`config.mk`:
```
export PLATFORM = sky130hd
export DESIGN_NAME = lsu_mem_stage_flat
export DESIGN_NICKNAME = d
export VERILOG_FILES = /design/src/rtl/lsu_mem_stage_if.sv /design/src/rtl/lsu_mem_stage.sv /design/src/flat_wrapper.sv
export SDC_FILE = /design/constraint.sdc
export NUM_CORES = 1
export LEC_CHECK = 0
export CAP_MARGIN = 20
export CORE_AREA = 2 2 113 115
export DETAILED_ROUTE_END_ITERATION = 8
export DIE_AREA = 0 0 115 117
export DONT_BUFFER_PORTS = 1
export SYNTH_ARGS = -nofsm -noshare
export SYNTH_HDL_FRONTEND = slang
export SYNTH_SLANG_ARGS = --single-unit
```
`constraint.sdc`:
```
create_clock -name clk -period 3.75 [get_ports clk]
set_clock_uncertainty 0.2 [all_clocks]
set_input_delay 0.375 -clock clk [delete_from_list [all_inputs] [get_ports clk]]
set_output_delay 0.375 -clock clk [all_outputs]
set_load 0.02 [all_outputs]
```
`src/rtl/lsu_mem_stage_if.sv`:
```
// Execute-side, data-memory, writeback and trap signals of the LSU memory stage.
// The slave modport is the stage itself; master is whatever surrounds it.
interface lsu_mem_stage_if #(
  parameter int ADDR_WIDTH = 15,
  parameter int DATA_WIDTH = 32
);
  logic                  in_valid;
  logic                  in_ready;
  logic                  in_load;
  logic                  in_store;
  logic [2:0]            in_funct3;
  logic [31:0]           in_addr;
  logic [DATA_WIDTH-1:0] in_wdata;
  logic [4:0]            in_rd;

  logic [ADDR_WIDTH-1:0] dmem_addr;
  logic [DATA_WIDTH-1:0] dmem_wdata;
  logic [3:0]            dmem_wmask;
  logic                  dmem_we;
  logic [DATA_WIDTH-1:0] dmem_rdata;

  logic                  wb_valid;
  logic [4:0]            wb_rd;
  logic [DATA_WIDTH-1:0] wb_data;
  logic                  wb_we;
  logic                  wb_ready;

  logic                  trap;
  logic                  trap_cause;
  logic [31:0]           trap_addr;
  logic                  trap_clr;

  modport slave (
    input  in_valid, in_load, in_store, in_funct3, in_addr, in_wdata, in_rd,
    input  dmem_rdata, wb_ready, trap_clr,
    output in_ready, dmem_addr, dmem_wdata, dmem_wmask, dmem_we,
    output wb_valid, wb_rd, wb_data, wb_we, trap, trap_cause, trap_addr
  );

  modport master (
    output in_valid, in_load, in_store, in_funct3, in_addr, in_wdata, in_rd,
    output dmem_rdata, wb_ready, trap_clr,
    input  in_ready, dmem_addr, dmem_wdata, dmem_wmask, dmem_we,
    input  wb_valid, wb_rd, wb_data, wb_we, trap, trap_cause, trap_addr
  );
endinterface

```
`src/rtl/lsu_mem_stage.sv`:
```
// RV32I load/store memory stage: one-entry writeback buffer, byte-lane store/load
// alignment, and a sticky trap for misaligned or illegal accesses.
module lsu_mem_stage #(
  parameter int ADDR_WIDTH = 15,
  parameter int DATA_WIDTH = 32
) (
  input  logic           clk,
  input  logic           rst_n,
  lsu_mem_stage_if.slave bus
);

  typedef enum logic [1:0] {EMPTY, FULL, TRAP} state_e;

  state_e                state_q, state_d;
  logic [DATA_WIDTH-1:0] wbData_q;
  logic [4:0]            wbRd_q;
  logic                  wbWe_q;
  logic                  trapCause_q;
  logic [31:0]           trapAddr_q;

  logic                  inReady;
  logic                  accept;
  logic                  illegal;
  logic                  misaligned;
  logic                  fault;
  logic [1:0]            byteOff;
  logic [DATA_WIDTH-1:0] laneWord;
  logic [DATA_WIDTH-1:0] loadData;
  logic [DATA_WIDTH-1:0] storeData;
  logic [3:0]            storeMask;

  assign byteOff       = bus.in_addr[1:0];
  assign bus.dmem_addr = bus.in_addr[ADDR_WIDTH+1:2];

  // Illegal encodings take priority over misalignment when reporting the cause.
  always_comb begin
    illegal = bus.in_load & bus.in_store;
    if (bus.in_load) begin
      case (bus.in_funct3)
        3'b000, 3'b001, 3'b010, 3'b100, 3'b101: ;
        default: illegal = 1'b1;
      endcase
    end
    if (bus.in_store) begin
      case (bus.in_funct3)
        3'b000, 3'b001, 3'b010: ;
        default: illegal = 1'b1;
      endcase
    end
    misaligned = ((bus.in_funct3[1:0] == 2'b01) && bus.in_addr[0]) ||
                 ((bus.in_funct3[1:0] == 2'b10) && (bus.in_addr[1:0] != 2'b00));
    fault      = (bus.in_load | bus.in_store) & (illegal | misaligned);
  end

  always_comb begin
    laneWord = bus.dmem_rdata >> {byteOff, 3'b000};
    case (bus.in_funct3)
      3'b000:  loadData = {{24{laneWord[7]}}, laneWord[7:0]};
      3'b001:  loadData = {{16{laneWord[15]}}, laneWord[15:0]};
      3'b100:  loadData = {24'b0, laneWord[7:0]};
      3'b101:  loadData = {16'b0, laneWord[15:0]};
      default: loadData = bus.dmem_rdata;
    endcase
  end

  always_comb begin
    case (bus.in_funct3[1:0])
      2'b00: begin
        storeData = {4{bus.in_wdata[7:0]}};
        storeMask = 4'b0001 << byteOff;
      end
      2'b01: begin
        storeData = {2{bus.in_wdata[15:0]}};
        storeMask = 4'b0011 << byteOff;
      end
      default: begin
        storeData = bus.in_wdata;
        storeMask = 4'b1111;
      end
    endcase
  end

  always_ff @(posedge clk or negedge rst_n) begin
    if (!rst_n) state_q <= EMPTY;
    else        state_q <= state_d;
  end

  // A faulting accept from FULL only happens with wb_ready high, so the old entry has drained.
  always_comb begin
    state_d = state_q;
    case (state_q)
      EMPTY: begin
        if (accept) state_d = fault ? TRAP : FULL;
      end
      FULL: begin
        if (accept)            state_d = fault ? TRAP : FULL;
        else if (bus.wb_ready) state_d = EMPTY;
      end
      TRAP: begin
        if (bus.trap_clr) state_d = EMPTY;
      end
      default: state_d = EMPTY;
    endcase
  end

  always_comb begin
    inReady        = (state_q == EMPTY) || ((state_q == FULL) && bus.wb_ready);
    accept         = bus.in_valid & inReady;
    bus.in_ready   = inReady;
    bus.dmem_we    = accept & bus.in_store & ~fault;
    bus.dmem_wmask = bus.dmem_we ? storeMask : 4'b0000;
    bus.dmem_wdata = storeData;
    bus.wb_valid   = (state_q == FULL);
    bus.trap       = (state_q == TRAP);
    bus.wb_data    = wbData_q;
    bus.wb_rd      = wbRd_q;
    bus.wb_we      = wbWe_q;
    bus.trap_cause = trapCause_q;
    bus.trap_addr  = trapAddr_q;
  end

  always_ff @(posedge clk or negedge rst_n) begin
    if (!rst_n) begin
      wbData_q    <= '0;
      wbRd_q      <= '0;
      wbWe_q      <= 1'b0;
      trapCause_q <= 1'b0;
      trapAddr_q  <= '0;
    end else if (accept && !fault) begin
      wbData_q <= bus.in_load ? loadData : bus.in_addr;
      wbRd_q   <= bus.in_rd;
      wbWe_q   <= ~bus.in_store;
    end else if (accept) begin
      trapCause_q <= illegal;
      trapAddr_q  <= bus.in_addr;
    end
  end

endmodule

```
`src/flat_wrapper.sv`:
```
// flat-port wrapper written by rule: the top's interface ports become plain ports
module lsu_mem_stage_flat 
#(
  parameter int ADDR_WIDTH = 15,
  parameter int DATA_WIDTH = 32
)
  (clk, rst_n, bus_in_valid, bus_in_load, bus_in_store, bus_in_funct3, bus_in_addr, bus_in_wdata, bus_in_rd, bus_dmem_rdata, bus_wb_ready, bus_trap_clr, bus_in_ready, bus_dmem_addr, bus_dmem_wdata, bus_dmem_wmask, bus_dmem_we, bus_wb_valid, bus_wb_rd, bus_wb_data, bus_wb_we, bus_trap, bus_trap_cause, bus_trap_addr);
  lsu_mem_stage_if #(.ADDR_WIDTH(ADDR_WIDTH), .DATA_WIDTH(DATA_WIDTH)) bus_i ();
  input  logic clk;
  input  logic rst_n;
  input wire logic [$bits(bus_i.in_valid)-1:0] bus_in_valid;
  input wire logic [$bits(bus_i.in_load)-1:0] bus_in_load;
  input wire logic [$bits(bus_i.in_store)-1:0] bus_in_store;
  input wire logic [$bits(bus_i.in_funct3)-1:0] bus_in_funct3;
  input wire logic [$bits(bus_i.in_addr)-1:0] bus_in_addr;
  input wire logic [$bits(bus_i.in_wdata)-1:0] bus_in_wdata;
  input wire logic [$bits(bus_i.in_rd)-1:0] bus_in_rd;
  input wire logic [$bits(bus_i.dmem_rdata)-1:0] bus_dmem_rdata;
  input wire logic [$bits(bus_i.wb_ready)-1:0] bus_wb_ready;
  input wire logic [$bits(bus_i.trap_clr)-1:0] bus_trap_clr;
  output wire logic [$bits(bus_i.in_ready)-1:0] bus_in_ready;
  output wire logic [$bits(bus_i.dmem_addr)-1:0] bus_dmem_addr;
  output wire logic [$bits(bus_i.dmem_wdata)-1:0] bus_dmem_wdata;
  output wire logic [$bits(bus_i.dmem_wmask)-1:0] bus_dmem_wmask;
  output wire logic [$bits(bus_i.dmem_we)-1:0] bus_dmem_we;
  output wire logic [$bits(bus_i.wb_valid)-1:0] bus_wb_valid;
  output wire logic [$bits(bus_i.wb_rd)-1:0] bus_wb_rd;
  output wire logic [$bits(bus_i.wb_data)-1:0] bus_wb_data;
  output wire logic [$bits(bus_i.wb_we)-1:0] bus_wb_we;
  output wire logic [$bits(bus_i.trap)-1:0] bus_trap;
  output wire logic [$bits(bus_i.trap_cause)-1:0] bus_trap_cause;
  output wire logic [$bits(bus_i.trap_addr)-1:0] bus_trap_addr;
  assign bus_i.in_valid = bus_in_valid;
  assign bus_i.in_load = bus_in_load;
  assign bus_i.in_store = bus_in_store;
  assign bus_i.in_funct3 = bus_in_funct3;
  assign bus_i.in_addr = bus_in_addr;
  assign bus_i.in_wdata = bus_in_wdata;
  assign bus_i.in_rd = bus_in_rd;
  assign bus_i.dmem_rdata = bus_dmem_rdata;
  assign bus_i.wb_ready = bus_wb_ready;
  assign bus_i.trap_clr = bus_trap_clr;
  assign bus_in_ready = bus_i.in_ready;
  assign bus_dmem_addr = bus_i.dmem_addr;
  assign bus_dmem_wdata = bus_i.dmem_wdata;
  assign bus_dmem_wmask = bus_i.dmem_wmask;
  assign bus_dmem_we = bus_i.dmem_we;
  assign bus_wb_valid = bus_i.wb_valid;
  assign bus_wb_rd = bus_i.wb_rd;
  assign bus_wb_data = bus_i.wb_data;
  assign bus_wb_we = bus_i.wb_we;
  assign bus_trap = bus_i.trap;
  assign bus_trap_cause = bus_i.trap_cause;
  assign bus_trap_addr = bus_i.trap_addr;
  lsu_mem_stage #(.ADDR_WIDTH(ADDR_WIDTH), .DATA_WIDTH(DATA_WIDTH)) u_core (.clk(clk), .rst_n(rst_n), .bus(bus_i));
endmodule
```
==> results.md <==
- H-Tree Level Count: 3
- Gpl congestion: 0.840
- Cell Area, Synth: between 0.004 and 0.005 sq mm
- Main flop type after synthesis: dfrtp_1
- Area occupied by multi-input gates: ~0.0025 sq mm
- Vias in the first global route: between 3k and 4k
- Distinct cells, synth: 47
- Yosys top cell by area: dfrtp_1
- Max IR drop VDD: about 220 uV
- Die Wd: about 120 um
- Share of cells above drive strength 1: between 10% and 20%
- Sequential element share of the synthesized area: 38.1%
- Largest net degree at the start of global routing: between 70 and 80
- Commonest non-fill, non-tap cells in the layout: dfrtp_1, dlygate4sd3_1, nand2_1
- Hold Path Class: in -> reg
- Dpl hpwl: ~11000 um
- Crit Path Max Fanout: 8
- Top cell type's share of synthesized area: between 30% and 40%
- Non-filler cells, final: between 600 and 700
- Final ANT Viol Nets: 0
- Initial DRT Pass Iterations: 4
- CP Cell Sequence: nand2b_1 > and3_1 > a31oi_2 > nor3_1
- Total negative slack: 0 ns
- Slew @ Worst Pin: 1.12 ns
- Clock Path Buffers: 2
- Initial antenna violation count: 2
- Comb power frac: 22.1%
- Io pins: about 240
- RSZ-0062 raised after global routing: no
- Setup violators final: 0
- Fmax: between 0.3 and 0.4 GHz
- Max_slew headroom: 24.8%
- Clk sinks: between 70 and 80
- Leakage dissipation: 0.00235 uW
- Routed length per instance: 23.7 um
- Seq pwr share: 51.4%
- # fillers: approximately 1.2k
- Critical path type: reg -> out
- Setup bufs post-CTS: 0
- Clock Latency Late Sink: ~0.33 ns
- Cell count after placement: approximately 570
- Die H: 117 um
- Psw: 1290 uW
- Worst path slowest cell: nor3_1
- Crit path largest cell delay: 0.60 ns
- Setup crit end kind: output port
- Startpoint types: register
- CTS buffer count: 9
- Clock share of power: 26.5%
- Via count: 3789
- Crit path DAT: about 2.1 ns
- Fin crit period: 2.67 ns
- PD cells: between 600 and 700 mW/mm^2
- Tcrit/Tclk final: between 70% and 80%
- Drt total wl: between 15000 and 20000 um
- Cell internal pwr: about 2100 uW
- Synthesized flop and latch total: 73
- Initial cell density of the core: 39.0%
- Asr flop ratio synth: 100%
- Post-Synthesis Cells: slightly below 500
- Syn_area_per_cell: 9.91 sq um
- Via density: about 6
- Max-cap violation count: 0
- DRC viols: 0
- Die area: 0.0135 sq mm
- First-pass GRT wire length: approximately 22000 um
- Warnings, synthesis: 0
- Drt initial violations: 343
- # rows: 41
- Gr ovfl total: 0
- Core ar.: about 0.012 sq mm
- Commonest non-fill, non-tap cell in the layout: dfrtp_1
- Final-stage net count: slightly below 600
- Storage cell area: 0.00183 sq mm
- Status: completed
- Fin. Hold Viols: 0
- Number of port buffers: 0
- P&R area growth vs syn: 12.4%
- Max-slew violations: 0
- EDFF count, synth: 0
- Root Buffer: clkbuf_16
- Synth area leaders: dfrtp_1, mux2_4, mux2_2
- CTS tree: done
- Clk slew on worst S/H paths: roughly 0.060 ns
- Net Sw Frac: a little under two fifths
- Syn Nets: ~600
- Total GRT Usage: 21.6%
- CP required: 3.17 ns
==> synth_stat cells (6+ instances only) <==
| library cell | count |
|---|---|
| a2bb2oi_1 | 8 |
| dfrtp_1 | 73 |
| a21oi_1 | 23 |
| buf_4 | 24 |
| nand2b_1 | 19 |
| inv_1 | 24 |
| a311oi_1 | 7 |
| a31oi_1 | 23 |
| mux2_2 | 34 |
| o31ai_1 | 9 |
| mux2_4 | 29 |
| clkbuf_1 | 19 |
| o221ai_1 | 8 |
| buf_2 | 10 |
| nor2_1 | 30 |
| buf_6 | 6 |
| nand2_1 | 38 |
| o21ai_0 | 13 |
| mux2i_1 | 29 |
==> worst paths after layout <==
check | from | slack [ns] | cells past startpoint | end
worst max-delay path | u_core.state_q[0] | 1.08 | 4 | bus_dmem_wmask[2]
worst min-delay path | bus_in_addr[2] | 0.01 | 2 | u_core.bus.wb_data[2]
worst min register to register | u_core.state_q[0] | 0.31 | 1 | u_core.state_q[1]
max in group asynchronous | rst_n | 2.63 | 2 | u_core.bus.trap_addr[23]
worst max register to register | u_core.state_q[0] | 1.37 | 5 | u_core.bus.trap_addr[23]
min in group asynchronous | rst_n | 0.39 | 2 | u_core.bus.wb_rd[1]
==> registers in the layout, summed over array words and instances (netlist names) <==
register               flops
u_core.bus.wb_we           1
u_core.state_q             2
u_core.bus.trap_addr      32
u_core.bus.wb_rd           5
u_core.bus.wb_data        32
u_core.bus.trap_cause      1
==> what timing repair did <==
| action | in CTS | in global routing |
|---|---|---|
| hold buffers | 41 | 0 |
| gates resized for setup | 0 | 0 |
| endpoints found under the hold margin | 112 | 0 |
==> final cells by class <==
type                    count  area share [%]
well taps                 150            3.48
flip-flops and latches     73            33.9
clock buffers              14            5.08
repair buffers             46            8.63
diodes                      2          0.0928
multi-input cells         322            46.5
clock inverters             2           0.650
inverters                  25            1.74
==> critical path, delay by kind of cell (launching register included) <==
kind	cells	cell delay (ns)
simple gates	3	1.12
flops	1	0.40
compound gates	1	0.23
==> cells by family (layout without fill, tap and decap cells) <==
family | count (synthesis) | in the layout | synth area share [%]
multiplexers | 93 | 93 | 23.6
AO/OA/AOI/OAI | 123 | 123 | 18.0
flip-flops | 73 | 73 | 38.1
AND/OR/NAND/NOR | 106 | 106 | 10.3
other | 0 | 2 | 0
buffers and inverters | 89 | 87 | 10.0
==> through the flow <==
| stage | hold slack, ns | cell area, sq um | power (uW) | setup slack, ns | utilization [%] |
|---|---|---|---|---|---|
| CTS | 0.00754 | 5380 | 3400 | 1.07 | 43.7 |
| detailed placement | -0.120 | 4640 | 2450 | 1.29 | 37.7 |
| global route | 0.0208 | 5390 | 3530 | 1.01 | 43.8 |
| global placement | -0.119 | 4640 | 2420 | 1.35 | 37.7 |
| finish | 0.0140 | 5390 | 3370 | 1.08 | 43.8 |
| floorplan | -0.121 | 4800 | 2320 | 1.26 | - |
==> layer usage <==
layer	wire (um)	share of wire, %	global-route usage (%)	vias up
met5	0	0	0	-
met4	302	2.0	7.07	0
met3	1200	8.0	5.82	19
met2	7750	52	37.4	200
met1	5760	38	26.2	1853
li1	-	-	-	1717
==> power by group through the flow <==
stage               registers [uW]  logic (uW)  clock network (uW)
floorplan                     1650         675                   0
global placement              1750         671                   0
detailed placement            1750         692                   0
CTS                           1740         749                 905
global route                  1770         814                 940
finish                        1730         744                 895
Power figures use the tool's default switching activity.
